$ cat src/rtl/id_stage_if.sv
// id_stage_if: pipeline-side bundle of the decode stage.
//   Fetch handshake : if_valid, if_instr, if_pc (to ID), id_ready (from ID)
//   Execute control : flush, ex_ready (to ID)
//   ID/EX register  : ex_valid, ex_pc, ex_rs1_val, ex_rs2_val, ex_rs3_val,
//                     ex_imm, ex_rd, ex_rd_we, ex_opcode, ex_funct3,
//                     ex_funct7, ex_is_mac, ex_illegal (from ID)
// Modports: master = decode stage, slave = fetch/execute side.
interface id_stage_if;
    logic        if_valid;
    logic [31:0] if_instr;
    logic [31:0] if_pc;
    logic        id_ready;
    logic        flush;
    logic        ex_ready;
    logic        ex_valid;
    logic [31:0] ex_pc;
    logic [31:0] ex_rs1_val;
    logic [31:0] ex_rs2_val;
    logic [31:0] ex_rs3_val;
    logic [31:0] ex_imm;
    logic [4:0]  ex_rd;
    logic        ex_rd_we;
    logic [6:0]  ex_opcode;
    logic [2:0]  ex_funct3;
    logic [6:0]  ex_funct7;
    logic        ex_is_mac;
    logic        ex_illegal;

    modport master (
        input  if_valid, if_instr, if_pc, flush, ex_ready,
        output id_ready, ex_valid, ex_pc, ex_rs1_val, ex_rs2_val, ex_rs3_val,
               ex_imm, ex_rd, ex_rd_we, ex_opcode, ex_funct3, ex_funct7,
               ex_is_mac, ex_illegal
    );

    modport slave (
        output if_valid, if_instr, if_pc, flush, ex_ready,
        input  id_ready, ex_valid, ex_pc, ex_rs1_val, ex_rs2_val, ex_rs3_val,
               ex_imm, ex_rd, ex_rd_we, ex_opcode, ex_funct3, ex_funct7,
               ex_is_mac, ex_illegal
    );
endinterface

$ cat src/rtl/id_stage.sv
// id_stage: instruction decode for RV32I plus the custom 3-source MAC.
// Decodes one instruction per cycle, drives three register-file read ports,
// tracks pending destination writes in a 32-entry scoreboard (cleared by
// snooping write-back) and stalls on RAW/WAW hazards.
// Ports:
//   clk, reset                 clock, synchronous active-high reset
//   pipe (id_stage_if.master)  fetch handshake, flush/ex_ready, ID/EX register
//   rN_read_enable, rN_addr    register-file read requests (N = 1..3)
//   rN_data                    combinational register-file read data
//   wb_write_enable, wb_w_addr, wb_w_data   write-back snoop port
// Configuration macro: WB_BYPASS_EN (forward write-back data into decode).
module id_stage (
    input  logic              clk,
    input  logic              reset,
    id_stage_if.master        pipe,
    output logic              r1_read_enable,
    output logic              r2_read_enable,
    output logic              r3_read_enable,
    output logic [4:0]        r1_addr,
    output logic [4:0]        r2_addr,
    output logic [4:0]        r3_addr,
    input  logic [31:0]       r1_data,
    input  logic [31:0]       r2_data,
    input  logic [31:0]       r3_data,
    input  logic              wb_write_enable,
    input  logic [4:0]        wb_w_addr,
    input  logic [31:0]       wb_w_data
);
    typedef enum logic [6:0] {
        OPC_OP     = 7'b0110011,
        OPC_OP_IMM = 7'b0010011,
        OPC_LOAD   = 7'b0000011,
        OPC_JALR   = 7'b1100111,
        OPC_STORE  = 7'b0100011,
        OPC_BRANCH = 7'b1100011,
        OPC_LUI    = 7'b0110111,
        OPC_AUIPC  = 7'b0010111,
        OPC_JAL    = 7'b1101111,
        OPC_MAC    = 7'b0001011
    } opcode_e;

    logic [31:0] instr;
    logic [6:0]  opcode;
    logic [4:0]  rs1, rs2, rs3, rd;
    logic        use1, use2, use3, use_rd, is_mac, illegal;
    logic [31:0] imm;
    logic        valid_in, re1, re2, re3, rd_we;
    logic        wb_live, byp1, byp2, byp3, byp_rd;
    logic [31:0] val1, val2, val3;
    logic        hazard, issue;
    logic [31:0] pending, pending_nxt;
    logic        ex_valid_q, ex_rd_we_q;
    logic [4:0]  ex_rd_q;

    assign instr  = pipe.if_instr;
    assign opcode = instr[6:0];
    assign rs1    = instr[19:15];
    assign rs2    = instr[24:20];
    assign rs3    = instr[31:27];
    assign rd     = instr[11:7];

    always_comb begin
        use1    = 1'b0;
        use2    = 1'b0;
        use3    = 1'b0;
        use_rd  = 1'b0;
        is_mac  = 1'b0;
        illegal = 1'b0;
        imm     = '0;
        case (opcode)
            OPC_OP: begin
                use1 = 1'b1; use2 = 1'b1; use_rd = 1'b1;
            end
            OPC_OP_IMM, OPC_LOAD, OPC_JALR: begin
                use1 = 1'b1; use_rd = 1'b1;
                imm  = {{20{instr[31]}}, instr[31:20]};
            end
            OPC_STORE: begin
                use1 = 1'b1; use2 = 1'b1;
                imm  = {{20{instr[31]}}, instr[31:25], instr[11:7]};
            end
            OPC_BRANCH: begin
                use1 = 1'b1; use2 = 1'b1;
                imm  = {{19{instr[31]}}, instr[31], instr[7], instr[30:25],
                        instr[11:8], 1'b0};
            end
            OPC_LUI, OPC_AUIPC: begin
                use_rd = 1'b1;
                imm    = {instr[31:12], 12'b0};
            end
            OPC_JAL: begin
                use_rd = 1'b1;
                imm    = {{11{instr[31]}}, instr[31], instr[19:12], instr[20],
                          instr[30:21], 1'b0};
            end
            OPC_MAC: begin
                use1 = 1'b1; use2 = 1'b1; use3 = 1'b1; use_rd = 1'b1;
                is_mac = 1'b1;
            end
            default: illegal = 1'b1;
        endcase
    end

    assign valid_in = pipe.if_valid & ~reset;
    assign re1      = use1 & valid_in;
    assign re2      = use2 & valid_in;
    assign re3      = use3 & valid_in;
    assign rd_we    = use_rd & (rd != 5'd0);

    assign r1_read_enable = re1;
    assign r2_read_enable = re2;
    assign r3_read_enable = re3;
    assign r1_addr        = rs1;
    assign r2_addr        = rs2;
    assign r3_addr        = rs3;

    assign wb_live = wb_write_enable & (wb_w_addr != 5'd0);
`ifdef WB_BYPASS_EN
    assign byp1   = wb_live & (wb_w_addr == rs1);
    assign byp2   = wb_live & (wb_w_addr == rs2);
    assign byp3   = wb_live & (wb_w_addr == rs3);
    assign byp_rd = wb_live & (wb_w_addr == rd);
`else
    assign byp1   = 1'b0;
    assign byp2   = 1'b0;
    assign byp3   = 1'b0;
    assign byp_rd = 1'b0;
`endif

    assign val1 = byp1 ? wb_w_data : r1_data;
    assign val2 = byp2 ? wb_w_data : r2_data;
    assign val3 = byp3 ? wb_w_data : r3_data;

    // pending[0] is held at zero, so x0 sources and destinations never stall.
    assign hazard = (re1 & pending[rs1] & ~byp1)
                  | (re2 & pending[rs2] & ~byp2)
                  | (re3 & pending[rs3] & ~byp3)
                  | (valid_in & rd_we & pending[rd] & ~byp_rd);

    assign issue = valid_in & ~hazard & ~pipe.flush & (~ex_valid_q | pipe.ex_ready);
    assign pipe.id_ready = issue;

    // Clears are applied before the issue set so a same-register set wins.
    always_comb begin
        pending_nxt = pending;
        if (wb_live)
            pending_nxt[wb_w_addr] = 1'b0;
        if (pipe.flush && ex_valid_q && ex_rd_we_q)
            pending_nxt[ex_rd_q] = 1'b0;
        if (issue && rd_we)
            pending_nxt[rd] = 1'b1;
        pending_nxt[0] = 1'b0;
    end

    always_ff @(posedge clk) begin
        if (reset) begin
            pending         <= '0;
            ex_valid_q      <= 1'b0;
            ex_rd_q         <= '0;
            ex_rd_we_q      <= 1'b0;
            pipe.ex_pc      <= '0;
            pipe.ex_rs1_val <= '0;
            pipe.ex_rs2_val <= '0;
            pipe.ex_rs3_val <= '0;
            pipe.ex_imm     <= '0;
            pipe.ex_opcode  <= '0;
            pipe.ex_funct3  <= '0;
            pipe.ex_funct7  <= '0;
            pipe.ex_is_mac  <= 1'b0;
            pipe.ex_illegal <= 1'b0;
        end else begin
            pending <= pending_nxt;
            if (pipe.flush) begin
                ex_valid_q <= 1'b0;
            end else if (issue) begin
                ex_valid_q      <= 1'b1;
                ex_rd_q         <= rd;
                ex_rd_we_q      <= rd_we;
                pipe.ex_pc      <= pipe.if_pc;
                pipe.ex_rs1_val <= val1;
                pipe.ex_rs2_val <= val2;
                pipe.ex_rs3_val <= val3;
                pipe.ex_imm     <= imm;
                pipe.ex_opcode  <= opcode;
                pipe.ex_funct3  <= instr[14:12];
                pipe.ex_funct7  <= instr[31:25];
                pipe.ex_is_mac  <= is_mac;
                pipe.ex_illegal <= illegal;
            end else if (pipe.ex_ready) begin
                ex_valid_q <= 1'b0;
            end
        end
    end

    assign pipe.ex_valid = ex_valid_q;
    assign pipe.ex_rd    = ex_rd_q;
    assign pipe.ex_rd_we = ex_rd_we_q;
endmodule

$ cat src/flat_wrapper.sv
// flat-port wrapper written by rule: the top's interface ports become plain ports
module id_stage_flat 
  (clk, reset, r1_read_enable, r2_read_enable, r3_read_enable, r1_addr, r2_addr, r3_addr, r1_data, r2_data, r3_data, wb_write_enable, wb_w_addr, wb_w_data, pipe_if_valid, pipe_if_instr, pipe_if_pc, pipe_flush, pipe_ex_ready, pipe_id_ready, pipe_ex_valid, pipe_ex_pc, pipe_ex_rs1_val, pipe_ex_rs2_val, pipe_ex_rs3_val, pipe_ex_imm, pipe_ex_rd, pipe_ex_rd_we, pipe_ex_opcode, pipe_ex_funct3, pipe_ex_funct7, pipe_ex_is_mac, pipe_ex_illegal);
  id_stage_if pipe_i ();
  input  logic clk;
  input  logic reset;
  output logic r1_read_enable;
  output logic r2_read_enable;
  output logic r3_read_enable;
  output logic [4:0] r1_addr;
  output logic [4:0] r2_addr;
  output logic [4:0] r3_addr;
  input  logic [31:0] r1_data;
  input  logic [31:0] r2_data;
  input  logic [31:0] r3_data;
  input  logic wb_write_enable;
  input  logic [4:0] wb_w_addr;
  input  logic [31:0] wb_w_data;
  input wire logic [$bits(pipe_i.if_valid)-1:0] pipe_if_valid;
  input wire logic [$bits(pipe_i.if_instr)-1:0] pipe_if_instr;
  input wire logic [$bits(pipe_i.if_pc)-1:0] pipe_if_pc;
  input wire logic [$bits(pipe_i.flush)-1:0] pipe_flush;
  input wire logic [$bits(pipe_i.ex_ready)-1:0] pipe_ex_ready;
  output wire logic [$bits(pipe_i.id_ready)-1:0] pipe_id_ready;
  output wire logic [$bits(pipe_i.ex_valid)-1:0] pipe_ex_valid;
  output wire logic [$bits(pipe_i.ex_pc)-1:0] pipe_ex_pc;
  output wire logic [$bits(pipe_i.ex_rs1_val)-1:0] pipe_ex_rs1_val;
  output wire logic [$bits(pipe_i.ex_rs2_val)-1:0] pipe_ex_rs2_val;
  output wire logic [$bits(pipe_i.ex_rs3_val)-1:0] pipe_ex_rs3_val;
  output wire logic [$bits(pipe_i.ex_imm)-1:0] pipe_ex_imm;
  output wire logic [$bits(pipe_i.ex_rd)-1:0] pipe_ex_rd;
  output wire logic [$bits(pipe_i.ex_rd_we)-1:0] pipe_ex_rd_we;
  output wire logic [$bits(pipe_i.ex_opcode)-1:0] pipe_ex_opcode;
  output wire logic [$bits(pipe_i.ex_funct3)-1:0] pipe_ex_funct3;
  output wire logic [$bits(pipe_i.ex_funct7)-1:0] pipe_ex_funct7;
  output wire logic [$bits(pipe_i.ex_is_mac)-1:0] pipe_ex_is_mac;
  output wire logic [$bits(pipe_i.ex_illegal)-1:0] pipe_ex_illegal;
  assign pipe_i.if_valid = pipe_if_valid;
  assign pipe_i.if_instr = pipe_if_instr;
  assign pipe_i.if_pc = pipe_if_pc;
  assign pipe_i.flush = pipe_flush;
  assign pipe_i.ex_ready = pipe_ex_ready;
  assign pipe_id_ready = pipe_i.id_ready;
  assign pipe_ex_valid = pipe_i.ex_valid;
  assign pipe_ex_pc = pipe_i.ex_pc;
  assign pipe_ex_rs1_val = pipe_i.ex_rs1_val;
  assign pipe_ex_rs2_val = pipe_i.ex_rs2_val;
  assign pipe_ex_rs3_val = pipe_i.ex_rs3_val;
  assign pipe_ex_imm = pipe_i.ex_imm;
  assign pipe_ex_rd = pipe_i.ex_rd;
  assign pipe_ex_rd_we = pipe_i.ex_rd_we;
  assign pipe_ex_opcode = pipe_i.ex_opcode;
  assign pipe_ex_funct3 = pipe_i.ex_funct3;
  assign pipe_ex_funct7 = pipe_i.ex_funct7;
  assign pipe_ex_is_mac = pipe_i.ex_is_mac;
  assign pipe_ex_illegal = pipe_i.ex_illegal;
  id_stage u_core (.clk(clk), .reset(reset), .pipe(pipe_i), .r1_read_enable(r1_read_enable), .r2_read_enable(r2_read_enable), .r3_read_enable(r3_read_enable), .r1_addr(r1_addr), .r2_addr(r2_addr), .r3_addr(r3_addr), .r1_data(r1_data), .r2_data(r2_data), .r3_data(r3_data), .wb_write_enable(wb_write_enable), .wb_w_addr(wb_w_addr), .wb_w_data(wb_w_data));
endmodule
$ cat config.mk
export PLATFORM = sky130hd
export DESIGN_NAME = id_stage_flat
export DESIGN_NICKNAME = d
export VERILOG_FILES = /design/src/rtl/id_stage_if.sv /design/src/rtl/id_stage.sv /design/src/flat_wrapper.sv
export SDC_FILE = /design/constraint.sdc
export NUM_CORES = 1
export LEC_CHECK = 0
export ABC_AREA = 1
export ABC_CLOCK_PERIOD_IN_PS = 3090
export BUFFER_PORTS_ARGS = -buffer_cell sky130_fd_sc_hd__buf_2
export CAP_MARGIN = 5
export CORE_MARGIN = 8
export CORE_UTILIZATION = 51
export CTS_BUF_LIST = sky130_fd_sc_hd__clkbuf_16
export DETAILED_ROUTE_END_ITERATION = 8
export PLACE_DENSITY_LB_ADDON = 0.15
export SYNTH_ARGS = -nofsm -noshare
export SYNTH_HDL_FRONTEND = slang
export SYNTH_SLANG_ARGS = --single-unit
$ cat constraint.sdc
create_clock -name clk -period 3.09 [get_ports clk]
set_clock_uncertainty 0.15 [all_clocks]
set_input_delay 0.1545 -clock clk [delete_from_list [all_inputs] [get_ports clk]]
set_output_delay 0.1545 -clock clk [all_outputs]
set_load 0.02 [all_outputs]
## Word-level counts from Yosys, hierarchy flattened

Index checks and enable logic that the tools add are counted.

- Bits in registers: 218
- Input bits: 203
- Output and inout port bits: 205
- Logic and storage cells: 103

- Magnitude comparators: 9
- Eq/ne operators: 10
- Mux-type cells: 25
- Bitwise gates (word level): 27
- Reduce and logical (&&, ||, !) cells: 17

Operators with widths:

| kind | number |
|---|---|
| $pmux 32 s5 | 1 |
| $mux 32 | 3 |
| $and 32x32->32 | 2 |
| $not 32->32 | 2 |
| $lt 5x6->1 const B | 6 |
| $or 32x32->32 | 1 |
| $eq 7x6->1 const B | 3 |
| $eq 7x7->1 const B | 3 |
| $bmux 1 s5 | 4 |
| $demux 1 s5 | 3 |
| $ge 5x1->1 const B | 3 |
| $and 1x1->1 | 14 |
| $eq 7x5->1 const B | 2 |
| $mux 1 | 14 |
| $reduce_bool 5->1 | 2 |
| $reduce_or 10->1 | 1 |
| $reduce_or 8->1 | 1 |
| $eq 7x2->1 const B | 1 |
| $eq 7x4->1 const B | 1 |
| $reduce_or 7->1 | 1 |
| $logic_and 1x1->1 | 6 |
| $not 1->1 | 4 |
| $or 1x1->1 | 4 |
| $reduce_or 2->1 | 2 |
| other kinds (4) | 4 |

## Longest topological paths before layout

Gate-level depths: netlist of the first run.

- Depth after elaboration: 14
- Gate-level depth with buffers: 18
- Depth with buffers taken out: 15

## Worst setup path after synthesis of the first run

Ideal clock, no wire load.

- Path kind: input to output
- From: input port pipe_if_instr[1]
- To: output port pipe_id_ready
- Arrival: 1.894 ns
- Required time: 2.785 ns
- Path slack: 0.891 ns
- Stages: 13
- Path buffers: 2
- Cells stage by stage: nand2_1 > nor2_2 > nand2_1 > nor2_2 > nor2_1 > a21oi_1 > nand3_1 > nand3_1 > nor2_2 > nand2_2 > buf_4 > buf_2 > inv_1

- Word-level cells in the longest chain between the ends: 12
- Elaborated cells on any way between the ends: 33
- Classes of those cells: eq/ne: 10; mux: 4; bitwise: 16; reduce/logical: 3

Ends and longest elaborated chain:

| item | line | source |
|---|---|---|
| start, declared | flat_wrapper.sv:20 | `input wire logic [$bits(pipe_i.if_instr)-1:0] pipe_if_instr;` |
| $eq 7x6->1, or another cell as far along | id_stage.sv:70 | `case (opcode)` |
| $reduce_or 7->1 (no line) (*) | - |  |
| $mux 1 (*) | id_stage.sv:70 |  |
| $and 1x1->1 (*) | id_stage.sv:105 | `assign re1 = use1 & valid_in;` |
| via r1_read_enable | flat_wrapper.sv:7 | `output logic r1_read_enable;` |
| $and 1x1->1 (*) | id_stage.sv:135 | `assign hazard = (re1 & pending[rs1] & ~byp1)` |
| $or 1x1->1 (*) | id_stage.sv:136 | `\| (re2 & pending[rs2] & ~byp2)` |
| $or 1x1->1 (*) | id_stage.sv:137 | `\| (re3 & pending[rs3] & ~byp3)` |
| $or 1x1->1 (*) | id_stage.sv:138 | `\| (valid_in & rd_we & pending[rd] & ~byp_rd);` |
| $not 1->1 (*) | id_stage.sv:140 | `assign issue = valid_in & ~hazard & ~pipe.flush & (~ex_valid_q \| pipe.ex_ready);` |
| $and 1x1->1 (*) (3 in series) | id_stage.sv:140 |  |
| end, declared | flat_wrapper.sv:24 | `output wire logic [$bits(pipe_i.id_ready)-1:0] pipe_id_ready;` |

The timed path passes the listed nets; every way through them passes the cells marked *.

## Worst setup path after layout of the first run

- From: input port pipe_if_instr[9]
- To: output port pipe_id_ready

- Word-level cells in the longest chain between the ends: 9
- Elaborated cells on any way between the ends: 11
- Classes of those cells: mux: 2; bitwise: 8; reduce/logical: 1

Ends and longest elaborated chain:

| item | line |
|---|---|
| parallel branches: the longest is 3 deep, another holds $bmux 1 s5 | - |
| $and 1x1->1 (*) | id_stage.sv:138 |
| $or 1x1->1 (*) | id_stage.sv:138 |
| $not 1->1 (*) | id_stage.sv:140 |
| $and 1x1->1 (*) (3 in series) | id_stage.sv:140 |

Every way passes the cells marked *. The select of a mux whose other input is x is not followed.

==> summary.md, run 1 <==
| Metric | Value |
|---|---|
| Power density cells | between 400 and 500 mW/mm^2 |
| Via-to-Cell Ratio | 5.19 |
| Initial antenna violation count | 4 |
| Reg2reg start | u_core.pending[21]$_SDFF_PP0_ |
| Drt drc | 0 |
| CTS tree | built |
| Final WL | 44,400 um |
| Synth Instances | between 1,500 and 2,000 |
| Post-synth EDFFs | 0 |
| Share of synthesized registers carrying an async set or reset | 0 |
| WHS Path Cells | 5 |
| Reg2reg path depth | 12 |
| Via count of the first global-routing pass | 12,800 |
| Overall power | 7.27 mW |
| Layout cells sized above 1 | 0.202 |
| Critical Path Start Type | input pin |
| Setup_tns | 0 ns |
| Max-cap violations | 0 |
| R2r setup slk | about 0.61 ns |
| Tightest Pin Transition | between 0.7 and 0.8 ns |
| Seq cells post-synth | 217 |
| Critical-path cell list | dlygate4sd3_1, buf_2, inv_1, nor3_1, nand2_1, nand2_1, nor2_1, nand3_1, nand3_1, nor2_4, nand2_8, buf_4, inv_1, buf_2 |
| Arrival @ worst endpoint | 2.64 ns |
| Worst skew pair latency | roughly 0.52 ns |
| Bufs and invs on worst path | 6 |
| Fin util | 0.716 |
| CP max stage cell | dlygate4sd3_1 |
| Pre-antenna DRT Iters | 5 |
| Depth of the CTS H-tree | 1 |
| # IOs | 408 |
| Sequential share of the synthesized area | 0.392 |
| Ys flop type | dfxtp_1 |
| Most frequent cell after synthesis | nand2_1 |
| Layout Cells excl Fill | 2,578 |
| Worst Path Required | 2.79 ns |
| Synthesized area | 0.0111 sq mm |
| Delay-heaviest family, CP | buffers and inverters |
| Global-route wire length before repair | 67,700 um |
| Fin nets | 2,478 |
| Area leader, netlist | dfxtp_1 |
| Synth-to-Final Area Change | 39.2% |
| Reg2reg end | u_core.pipe.ex_funct7[2]$_SDFFE_PP0P_ |
| Hold Startpoint | wb_w_addr[2] |
| Static leakage | 8.23 nW |
| Met3 wire length | 5240 um |
| Total GRT Usage | 0.312 |
| Register clock-pin slew on the reported worst setup and hold paths | 0.06 ns |
| Critical path endpoint category | primary output |
| Slew margin rel. | 0.482 |
| Syn_nets | 2,001 |
| Detailed placement HPWL | around 30,000 um |
| Met1 Routed Length | 16,700 um |
| Avg Synthesized Cell Area | 6.17 sq um |
| Synth top cells by count | 503 x nand2_1, 391 x nor2_1, 238 x inv_1 |
| Worst Path Max Fanout | 14 |
| Fin crit share | 0.953 |
| Routed wl met2 | roughly 20,000 um |
| Die W | 163 um |
| Final Hold Fails | 0 |
| Fill cells | approximately 1,700 |
| Max-slew violation count | 0 |
| Post-route ant nets | 0 |
| WL/cell | 17.2 um |
| Die footprint | roughly 0.027 sq mm |
| Distinct cells, synth | 27 |
| Post-placement cell count | 2,368 |
| Setup violators final | 0 |
| Maximum clock frequency | 0.340 GHz |
| Hold Crit Endpoint | u_core.pending[18]$_SDFF_PP0_ |
| CTS Sinks | 217 |
| Initial Utilization | 0.514 |
| Largest net degree at the start of global routing | 90 |
| Gp weighted congestion | 0.979 |
| Std-Cell Core Area | ~0.022 sq mm |
| Min Tclk post-route | 2.94 ns |
| Row count | 54 |
| Vias | 13,400 |
| Yosys top cell area share | 0.392 |
| Outcome | complete, no violations |
| Max Used Layer | met4 |
| Total congestion overflow | 0 |
| DRT iter0 DRCs | 1,243 |
| Worst ir drop on vdd | ~0.41 mV |
| Syn. warnings | 0 |
| CTS Buf Count | 25 |
| Critical path class | in -> out |
| HP Class | in -> reg |
| Largest stage delay, worst path | around 0.52 ns |
| Port Buffer Count | 375 |
| Longest Clk Path Bufs | 3 |
| Die Height | 163 um |
| CTS Root Buffer Type | clkbuf_16 |
| Area contributors post-synth | dfxtp_1 39%, nand2_1 17%, nor2_1 13%, inv_1 8.1%, nand3_1 4.7% |
-- how the worst max path moves through the flow --
stage | slack [ns] | end | cells after the start | startpoint
floorplan | 0.89 | pipe_id_ready | 13 | pipe_if_instr[1]
global placement | 0.25 | pipe_id_ready | 13 | pipe_if_instr[6]
detailed placement | 0.27 | u_core.pipe.ex_rs2_val[19]$_SDFFE_PP0P_ | 14 | pipe_if_instr[6]
CTS | 0.04 | pipe_id_ready | 16 | pipe_if_instr[27]
global route | -0.0007 | pipe_id_ready | 14 | pipe_if_instr[9]
finish | 0.15 | pipe_id_ready | 14 | pipe_if_instr[9]
-- kinds of logic after synthesis --
logic type	after synthesis	share of synthesized area
simple gates	1060	0.383
buf+inv	356	0.138
flops	217	0.392
compound gates	165	0.0877
-- area by class of cell --
| cell class | count | area (sq um) | area share |
|---|---|---|---|
| Antenna cell | 5 | 12.5 | 0.000811 |
| Clock buffer | 25 | 626 | 0.0405 |
| Clock inverter | 20 | 195 | 0.0126 |
| Inverter | 246 | 930 | 0.0602 |
| Multi-Input combinational cell | 1227 | 5270 | 0.341 |
| Sequential cell | 217 | 4340 | 0.281 |
| Tap cell | 280 | 350 | 0.0227 |
| Timing Repair Buffer | 558 | 3710 | 0.241 |
-- what timing repair did --
action                     4_1_cts  5_1_grt
setup endpoints to repair        0        1
resized for setup                0        3
setup buffers                    0        4
hold endpoints to repair       161        0
hold buffers                   154        0
-- layout by cell type, fill, tap and decap left out, types with 6 or more instances in the layout --
cell type	Yosys	final
a21oi_1	57	57
a41oi_1	6	6
buf_12	0	6
buf_2	35	374
buf_4	39	23
clkbuf_16	0	25
dfxtp_1	217	217
dlygate4sd3_1	0	154
inv_1	238	244
nand2_1	503	502
nand3_1	104	104
nand4_1	33	33
nor2_1	391	391
nor3_1	16	16
o211ai_1	6	6
o21ai_0	35	35
o21ai_1	27	27
o221ai_1	24	24
o22ai_1	6	6
-- metal layers --
metal / vias to the layer above / track usage
li1: 6488 / -
met1: 5984 / 0.370
met2: 761 / 0.505
met3: 140 / 0.0915
met4: 0 / 0.161
met5: - / 0
-- through the flow --
stage / worst slack, ns / area, sq um / hold WS (ns)
2_1_floorplan: 0.891 / 11100 / 0.139
3_3_place_gp: 0.246 / 13000 / 0.225
3_5_place_dp: 0.272 / 13000 / 0.231
4_1_cts: 0.0407 / 15400 / 0.0179
5_1_grt: -0.000728 / 15400 / 0.0634
6_report: 0.145 / 15400 / 0.0383
-- tightest hold or removal path, cell delays in order --
cell and delay, ns:
buf_2 0.12, nor3_1 0.08, nand2_1 0.08, o211ai_1 0.09, a21oi_1 0.14
-- power by group --
group | switching, mW | internal, mW | total [mW] | leakage, nW
registers | 0.0671 | 2.93 | 2.99 | 1.77
logic | 0.802 | 0.490 | 1.29 | 6.03
clock network | 1.19 | 1.80 | 2.98 | 0.429
-- state kept, by name, summed over array words and instances (netlist names) --
| signal | flops |
|---|---|
| u_core.pipe.ex_imm | 32 |
| u_core.pipe.ex_pc | 32 |
| u_core.pipe.ex_rs1_val | 32 |
| u_core.pipe.ex_rs2_val | 32 |
| u_core.pipe.ex_rs3_val | 32 |
| u_core.pending | 31 |
| u_core.pipe.ex_funct7 | 7 |
| u_core.pipe.ex_opcode | 7 |
| u_core.pipe.ex_rd | 5 |
| u_core.pipe.ex_funct3 | 3 |
| u_core.pipe.ex_illegal | 1 |
| u_core.pipe.ex_is_mac | 1 |
| u_core.pipe.ex_rd_we | 1 |
| u_core.pipe.ex_valid | 1 |
Note: power is estimated with default switching activity, not from simulation.
==> inputs of run 2 (changes only) <==
--- a/config.mk
+++ b/config.mk
@@ -6,5 +6,5 @@
 export NUM_CORES = 1
 export LEC_CHECK = 0
-export ABC_AREA = 1
+export ABC_AREA = 0
 export ABC_CLOCK_PERIOD_IN_PS = 3090
 export BUFFER_PORTS_ARGS = -buffer_cell sky130_fd_sc_hd__buf_2
==> constraint.sdc (replaced) <==
create_clock -name clk -period 3.09 [get_ports clk]
set_clock_uncertainty 0.15 [all_clocks]
set_input_delay 0.4635 -clock clk [delete_from_list [all_inputs] [get_ports clk]]
set_output_delay 0.4635 -clock clk [all_outputs]
set_load 0.01 [all_outputs]
==> summary.md, run 2 <==
| Metric | Value |
|---|---|
| Slew margin rel. | 0.330 |
| Fin crit share | 0.976 |
| Syn_nets | 1,284 |
| Die W | around 160 um |
| Critical path class | reg -> out |
| Synth top cells by count | 217 x dfxtp_1, 183 x nor2b_1, 100 x mux2_4 |
| DRT iter0 DRCs | 570 |
| Sequential share of the synthesized area | 0.385 |
| CP max stage cell | mux4_2 |
| Static leakage | about 7.1 nW |
| Most frequent cell after synthesis | dfxtp_1 |
| Routed wl met2 | 18,100 um |
| Initial Utilization | 0.518 |
| Avg Synthesized Cell Area | roughly 10 sq um |
| Area contributors post-synth | dfxtp_1 39%, mux2_4 13%, nor2b_1 10%, mux2i_1 5.6%, mux4_2 3.8% |
| Maximum clock frequency | 0.332 GHz |
| Critical path endpoint category | primary output |
| Setup_tns | 0 ns |
| Worst skew pair latency | 0.51 ns |
| RSZ-0062 raised after global routing | false |
| Yosys top cell area share | 0.385 |
| Register clock-pin slew on the reported worst setup and hold paths | 0.06 ns |
| Critical-path cell list | mux4_2, a2111oi_4, o41a_1, nand4_4, inv_2, buf_6 |
| Share of synthesized registers carrying an async set or reset | 0 |
| Tightest Pin Transition | 1.00 ns |
| Pre-antenna DRT Iters | 5 |
| Met1 Routed Length | approximately 15,000 um |
| Die Height | 165 um |
| R2r setup slk | 0.16 ns |
| Commonest non-fill, non-tap cell in the layout | buf_2 |
| Min Tclk post-route | between 3 and 4 ns |
| Via-to-Cell Ratio | 5.57 |
| CTS Buf Count | 24 |
| Row count | 54 |
| Depth of the CTS H-tree | 1 |
| Max-cap violations | 0 |
| Arrival @ worst endpoint | between 2 and 2.5 ns |
| Drt drc | 0 |
| Bufs and invs on worst path | 2 |
| CTS Sinks | about 220 |
| Power density cells | 467 mW/mm^2 |
| CTS tree | built |
| Syn. warnings | 0 |
| HP Class | in -> reg |
| Longest Clk Path Bufs | 3 |
| Initial antenna violation count | 1 |
| Largest stage delay, worst path | 0.53 ns |
| Ys flop type | dfxtp_1 |
| Setup violators final | 0 |
| Largest net degree at the start of global routing | 230 |
| Global-route wire length before repair | 55,400 um |
| Vias | 9,774 |
| Via count of the first global-routing pass | 9,838 |
| Synth-to-Final Area Change | 29.0% |
| Max-slew violation count | 0 |
| # IOs | 408 |
| Total GRT Usage | 0.256 |
| Fin nets | ~1,700 |
| WL/cell | 21.2 um |
| Gp weighted congestion | approximately 0.94 |
| Outcome | complete, no violations |
| Hold Slack | 0.0143 ns |
| Area leader, netlist | dfxtp_1 |
| Placed Area | about 0.014 sq mm |
| Port Buffer Count | between 300 and 400 |
| Max Used Layer | met4 |
| Worst Path Max Fanout | 5 |
| Synth Instances | 1,081 |
| Distinct cells, synth | 55 |
| Worst Path Required | 2.48 ns |
| Std-Cell Core Area | ~0.022 sq mm |
| Seq cells post-synth | 217 |
| Detailed placement HPWL | 27,400 um |
| Commonest non-fill, non-tap cells in the layout | 373 x buf_2, 208 x dfxtp_1, 183 x nor2b_1, 100 x mux2_4, 63 x mux2i_1 |
| Synthesized area | 0.0113 sq mm |
| Final Hold Fails | 0 |
| Final WL | about 37,000 um |
| Fill cells | 1,769 |
| Delay-heaviest family, CP | compound AO/OA/AOI/OAI gates |
| Layout cells sized above 1 | 0.442 |
| Post-route cell area | 0.0145 sq mm |
| Met3 wire length | 3470 um |
| Critical Path Start Type | flip-flop |
| CTS Root Buffer Type | clkbuf_16 |
| Post-synth EDFFs | 0 |
| Post-placement cell count | 1,692 |
| Total congestion overflow | 0 |
| Worst ir drop on vdd | 0.414 mV |
| Die footprint | 0.0271 sq mm |
| Post-route ant nets | 0 |
| Layout Cells excl Fill | 1,755 |
## run 2: cell types whose count changed after synthesis, sizes merged, moves of 30 or more
cell    before  now
nor2       396   28
nand2      508   22
nand3      104   33
nand2b       0   45
nor2b        0  183
buf         86   46
mux2         0  152
mux2i        0   63
inv        243   16
clkbuf      24   54
## run 2: area by class of cell
cell class,count,area [sq um],share of cell area
antenna,4,10.0,0.000688
clock inverter,18,158,0.0108
sequential,217,4370,0.300
inverter,16,60.1,0.00413
multi-input combinational,748,6400,0.440
clock buffer,25,626,0.0430
timing repair buffer,447,2580,0.178
tap,280,350,0.0241
## run 2: path summary, 6_finish.rpt
path	startpoint	to	cells past startpoint
min	pipe_if_pc[4]	u_core.pipe.ex_pc[4]$_SDFFE_PP0P_	2
max reg2reg	u_core.pending[31]$_SDFF_PP0_	u_core.pipe.ex_pc[18]$_SDFFE_PP0P_	9
min reg2reg	u_core.pipe.ex_imm[26]$_SDFFE_PP0P_	u_core.pipe.ex_imm[26]$_SDFFE_PP0P_	2
max	u_core.pending[31]$_SDFF_PP0_	pipe_id_ready	6
## run 2: worst register-to-register path, cell delays in order, from the launching register on
cell       delay [ns]
dfxtp_2          0.36
mux4_2           0.53
a2111oi_4        0.40
o41a_1           0.26
nand4_4          0.14
buf_4            0.17
buf_4            0.14
buf_4            0.16
buf_12           0.16
mux2_1           0.34
## run 2: cells by family (layout without fill, tap and decap cells)
kind of cell           count (synthesis)  count (layout)  synth area share
AO/OA/AOI/OAI                        133             133            0.0799
multiplexers                         234             234             0.279
flip-flops                           217             217             0.385
buffers and inverters                116             506            0.0543
AND/OR/NAND/NOR                      381             381             0.202
other                                  0               4                 0
## run 2: where the power goes
| group | internal, mW | total [mW] | leakage [nW] | switching, mW |
|---|---|---|---|---|
| logic | 0.474 | 0.959 | 4.89 | 0.485 |
| registers | 2.91 | 2.97 | 1.77 | 0.0576 |
| clock network | 1.71 | 2.86 | 0.405 | 1.15 |
| total | 5.09 | 6.79 | 7.07 | 1.70 |
## run 2: what timing repair did
item,4_1_cts,5_1_grt
pin swaps,6,3
endpoints found under the hold margin,11,0
buffers inserted,4,3
hold buffers,11,0
resized for setup,22,3
endpoints found under the setup margin,1,1
## run 2: metrics by stage
step	util	setup WS (ns)	total power [mW]
6_report	0.669	0.0739	6.79
5_1_grt	0.668	0.00850	7.02
4_1_cts	0.666	0.0453	6.83
3_5_place_dp	0.622	-0.106	3.97
3_3_place_gp	0.622	-0.0917	3.95
2_1_floorplan	-	0.0267	3.57
## run 2: metal layers
metal,global-route usage,vias to the layer above
met4,0.0835,0
met2,0.433,458
li1,-,4557
met3,0.0618,80
met1,0.316,4679
met5,0,-
==> inputs of run 3 (changes only) <==
ABC_CLOCK_PERIOD_IN_PS = 3170   (was 3090)
CORE_UTILIZATION = 50   (was 51)
clock period = 3.17 ns   (was 3.09 ns; I/O delays follow)
==> summary.md, run 3 (synthesized netlist as in run 2, its figures left out) <==
| Metric | Value |
|---|---|
| Power density cells | 447 mW/mm^2 |
| Total congestion overflow | 0 |
| CTS Buf Count | 24 |
| HP Class | in -> reg |
| Arrival @ worst endpoint | about 2.5 ns |
| Crit. Startpoint | u_core.pending[31]$_SDFF_PP0_ |
| Min Tclk post-route | 3.07 ns |
| Max-slew violation count | 0 |
| Reg2reg start | u_core.pending[3]$_SDFF_PP0_ |
| Final Hold Fails | 0 |
| Hold Slack | ~0.019 ns |
| CP max stage cell | mux4_2 |
| Die W | 166 um |
| Tightest Pin Transition | ~0.98 ns |
| Pre-antenna DRT Iters | 8 |
| DRT iter0 DRCs | 790 |
| Worst Path Required | 2.54 ns |
| Std-Cell Core Area | 0.0224 sq mm |
| # IOs | 408 |
| WHS Path Cells | 2 |
| Final WL | 37,100 um |
| Synth-to-Final Area Change | 27.2% |
| Delay-heaviest family, CP | multiplexers |
| CTS Root Buffer Type | clkbuf_16 |
| Critical path endpoint category | primary output |
| Fin util | 0.641 |
| Worst skew pair latency | ~0.53 ns |
| Initial Utilization | 0.504 |
| Longest Clk Path Bufs | 3 |
| Hold Crit Endpoint | u_core.pipe.ex_valid$_SDFFE_PP0P_ |
| Die footprint | 0.0276 sq mm |
| CTS Sinks | roughly 220 |
| Bufs and invs on worst path | 3 |
| Commonest non-fill, non-tap cell in the layout | buf_2 |
| Slew margin rel. | 0.347 |
| Row count | 55 |
| Via count of the first global-routing pass | 9,831 |
| Commonest non-fill, non-tap cells in the layout | 374 x buf_2, 209 x dfxtp_1, 183 x nor2b_1, 100 x mux2_4, 63 x mux2i_1 |
| Worst Path Max Fanout | 5 |
| Largest stage delay, worst path | approximately 0.53 ns |
| Via-to-Cell Ratio | 5.61 |
| Fin crit share | 0.969 |
| Fin nets | between 1,500 and 2,000 |
| Port Buffer Count | 375 |
| Detailed placement HPWL | 26,900 um |
| Vias | 9,822 |
| RSZ-0062 raised after global routing | false |
| Depth of the CTS H-tree | 1 |
| CTS tree | built |
| Reg2reg end | u_core.pipe.ex_rs1_val[8]$_SDFFE_PP0P_ |
| R2r setup slk | 0.24 ns |
| Maximum clock frequency | 0.325 GHz |
| Static leakage | between 6 and 7 nW |
| Critical-path cell list | mux4_2, a2111oi_4, buf_4, o41a_1, nand4_4, inv_1, buf_2 |
| Global-route wire length before repair | 57,500 um |
| WL/cell | 21.2 um |
| Outcome | complete, no violations |
| Gp weighted congestion | 0.929 |
| Largest net degree at the start of global routing | 230 |
| Layout cells sized above 1 | 0.431 |
| Critical Path Start Type | flip-flop |
| Worst ir drop on vdd | 0.518 mV |
| Die Height | 166 um |
| Hold Startpoint | pipe_flush |
| Max-cap violations | 0 |
| Setup violators final | 0 |
| Reg2reg path depth | 8 |
| Post-route ant nets | 0 |
| Critical path class | reg -> out |
| Initial antenna violation count | 3 |
| Drt drc | 0 |
| Register clock-pin slew on the reported worst setup and hold paths | 0.06 ns |
| Total GRT Usage | 0.256 |
## run 3: changes by cell type in the layout (fill, tap and decap cells not counted), sizes merged
| cell | before | now |
|---|---|---|
| dlygate4sd3 | 11 | 15 |
| buf | 436 | 425 |
| clkinvlp | 1 | 0 |
| clkbuf | 25 | 24 |
| clkinv | 9 | 12 |
| bufinv | 3 | 1 |
| diode | 4 | 3 |
## run 3: how the worst max path moves through the flow
stage | end | slack (ns) | cells after the start
after floorplan | pipe_id_ready | 0.08 | 8
after global placement | u_core.pipe.ex_rs1_val[11]$_SDFFE_PP0P_ | -0.11 | 8
after detailed placement | u_core.pipe.ex_pc[1]$_SDFFE_PP0P_ | -0.09 | 8
after CTS | pipe_id_ready | 0.009 | 7
after global routing | pipe_id_ready | 0.0007 | 7
final | pipe_id_ready | 0.1 | 7
## run 3: final cells by class
| cell class | count | area, sq um |
|---|---|---|
| multi-input combinational | 748 | 6360 |
| clock inverter | 18 | 111 |
| clock buffer | 24 | 601 |
| fill | 1880 | 8020 |
| tap | 285 | 357 |
| inverter | 16 | 60.1 |
| antenna | 3 | 7.51 |
| timing repair buffer | 440 | 2480 |
| sequential | 217 | 4360 |
## run 3: worst register-to-register path, delay by kind of cell, from the launching register on
family / cells / cell delay (ns)
and+or+nand+nor: 2 / 0.25
buffers and inverters: 2 / 0.54
DFF: 1 / 0.38
muxes: 4 / 1.48
## run 3: stage by stage
step / total power [mW] / std cells / instance area (sq um) / setup WS [ns] / setup TNS, ns
floorplan: 3.48 / 1081 / 11300 / 0.0827 / 0
global placement: 3.84 / 1690 / 13400 / -0.108 / -13.93
global route: 6.63 / 1751 / 14300 / 0.000718 / 0
finish: 6.41 / 1751 / 14300 / 0.0971 / 0
detailed placement: 3.85 / 1690 / 13400 / -0.0932 / -9.95
CTS: 6.46 / 1748 / 14300 / 0.00873 / 0
## run 3: report_power, final
part	switching [mW]	total, mW	internal (mW)
logic	0.469	0.922	0.453
clock network	1.14	2.59	1.45
registers	0.0572	2.90	2.84
total	1.66	6.41	4.74
## run 3: per-layer routing
layer	share of wire	up-vias	track usage	wire [um]
met5	0	-	0	0
met4	0.031	0	0.0870	1140
met3	0.090	78	0.0637	3360
met2	0.48	488	0.424	17700
met1	0.40	4718	0.319	15000
li1	-	4538	-	-
## run 3: repair_timing
item | in CTS | in global routing
hold endpoints to repair | 15 | 0
pin swaps | 1 | 0
gates cloned | 0 | 0
setup endpoints to repair | 1 | 1
setup buffers | 1 | 0
resized for setup | 3 | 13
hold buffers | 15 | 0
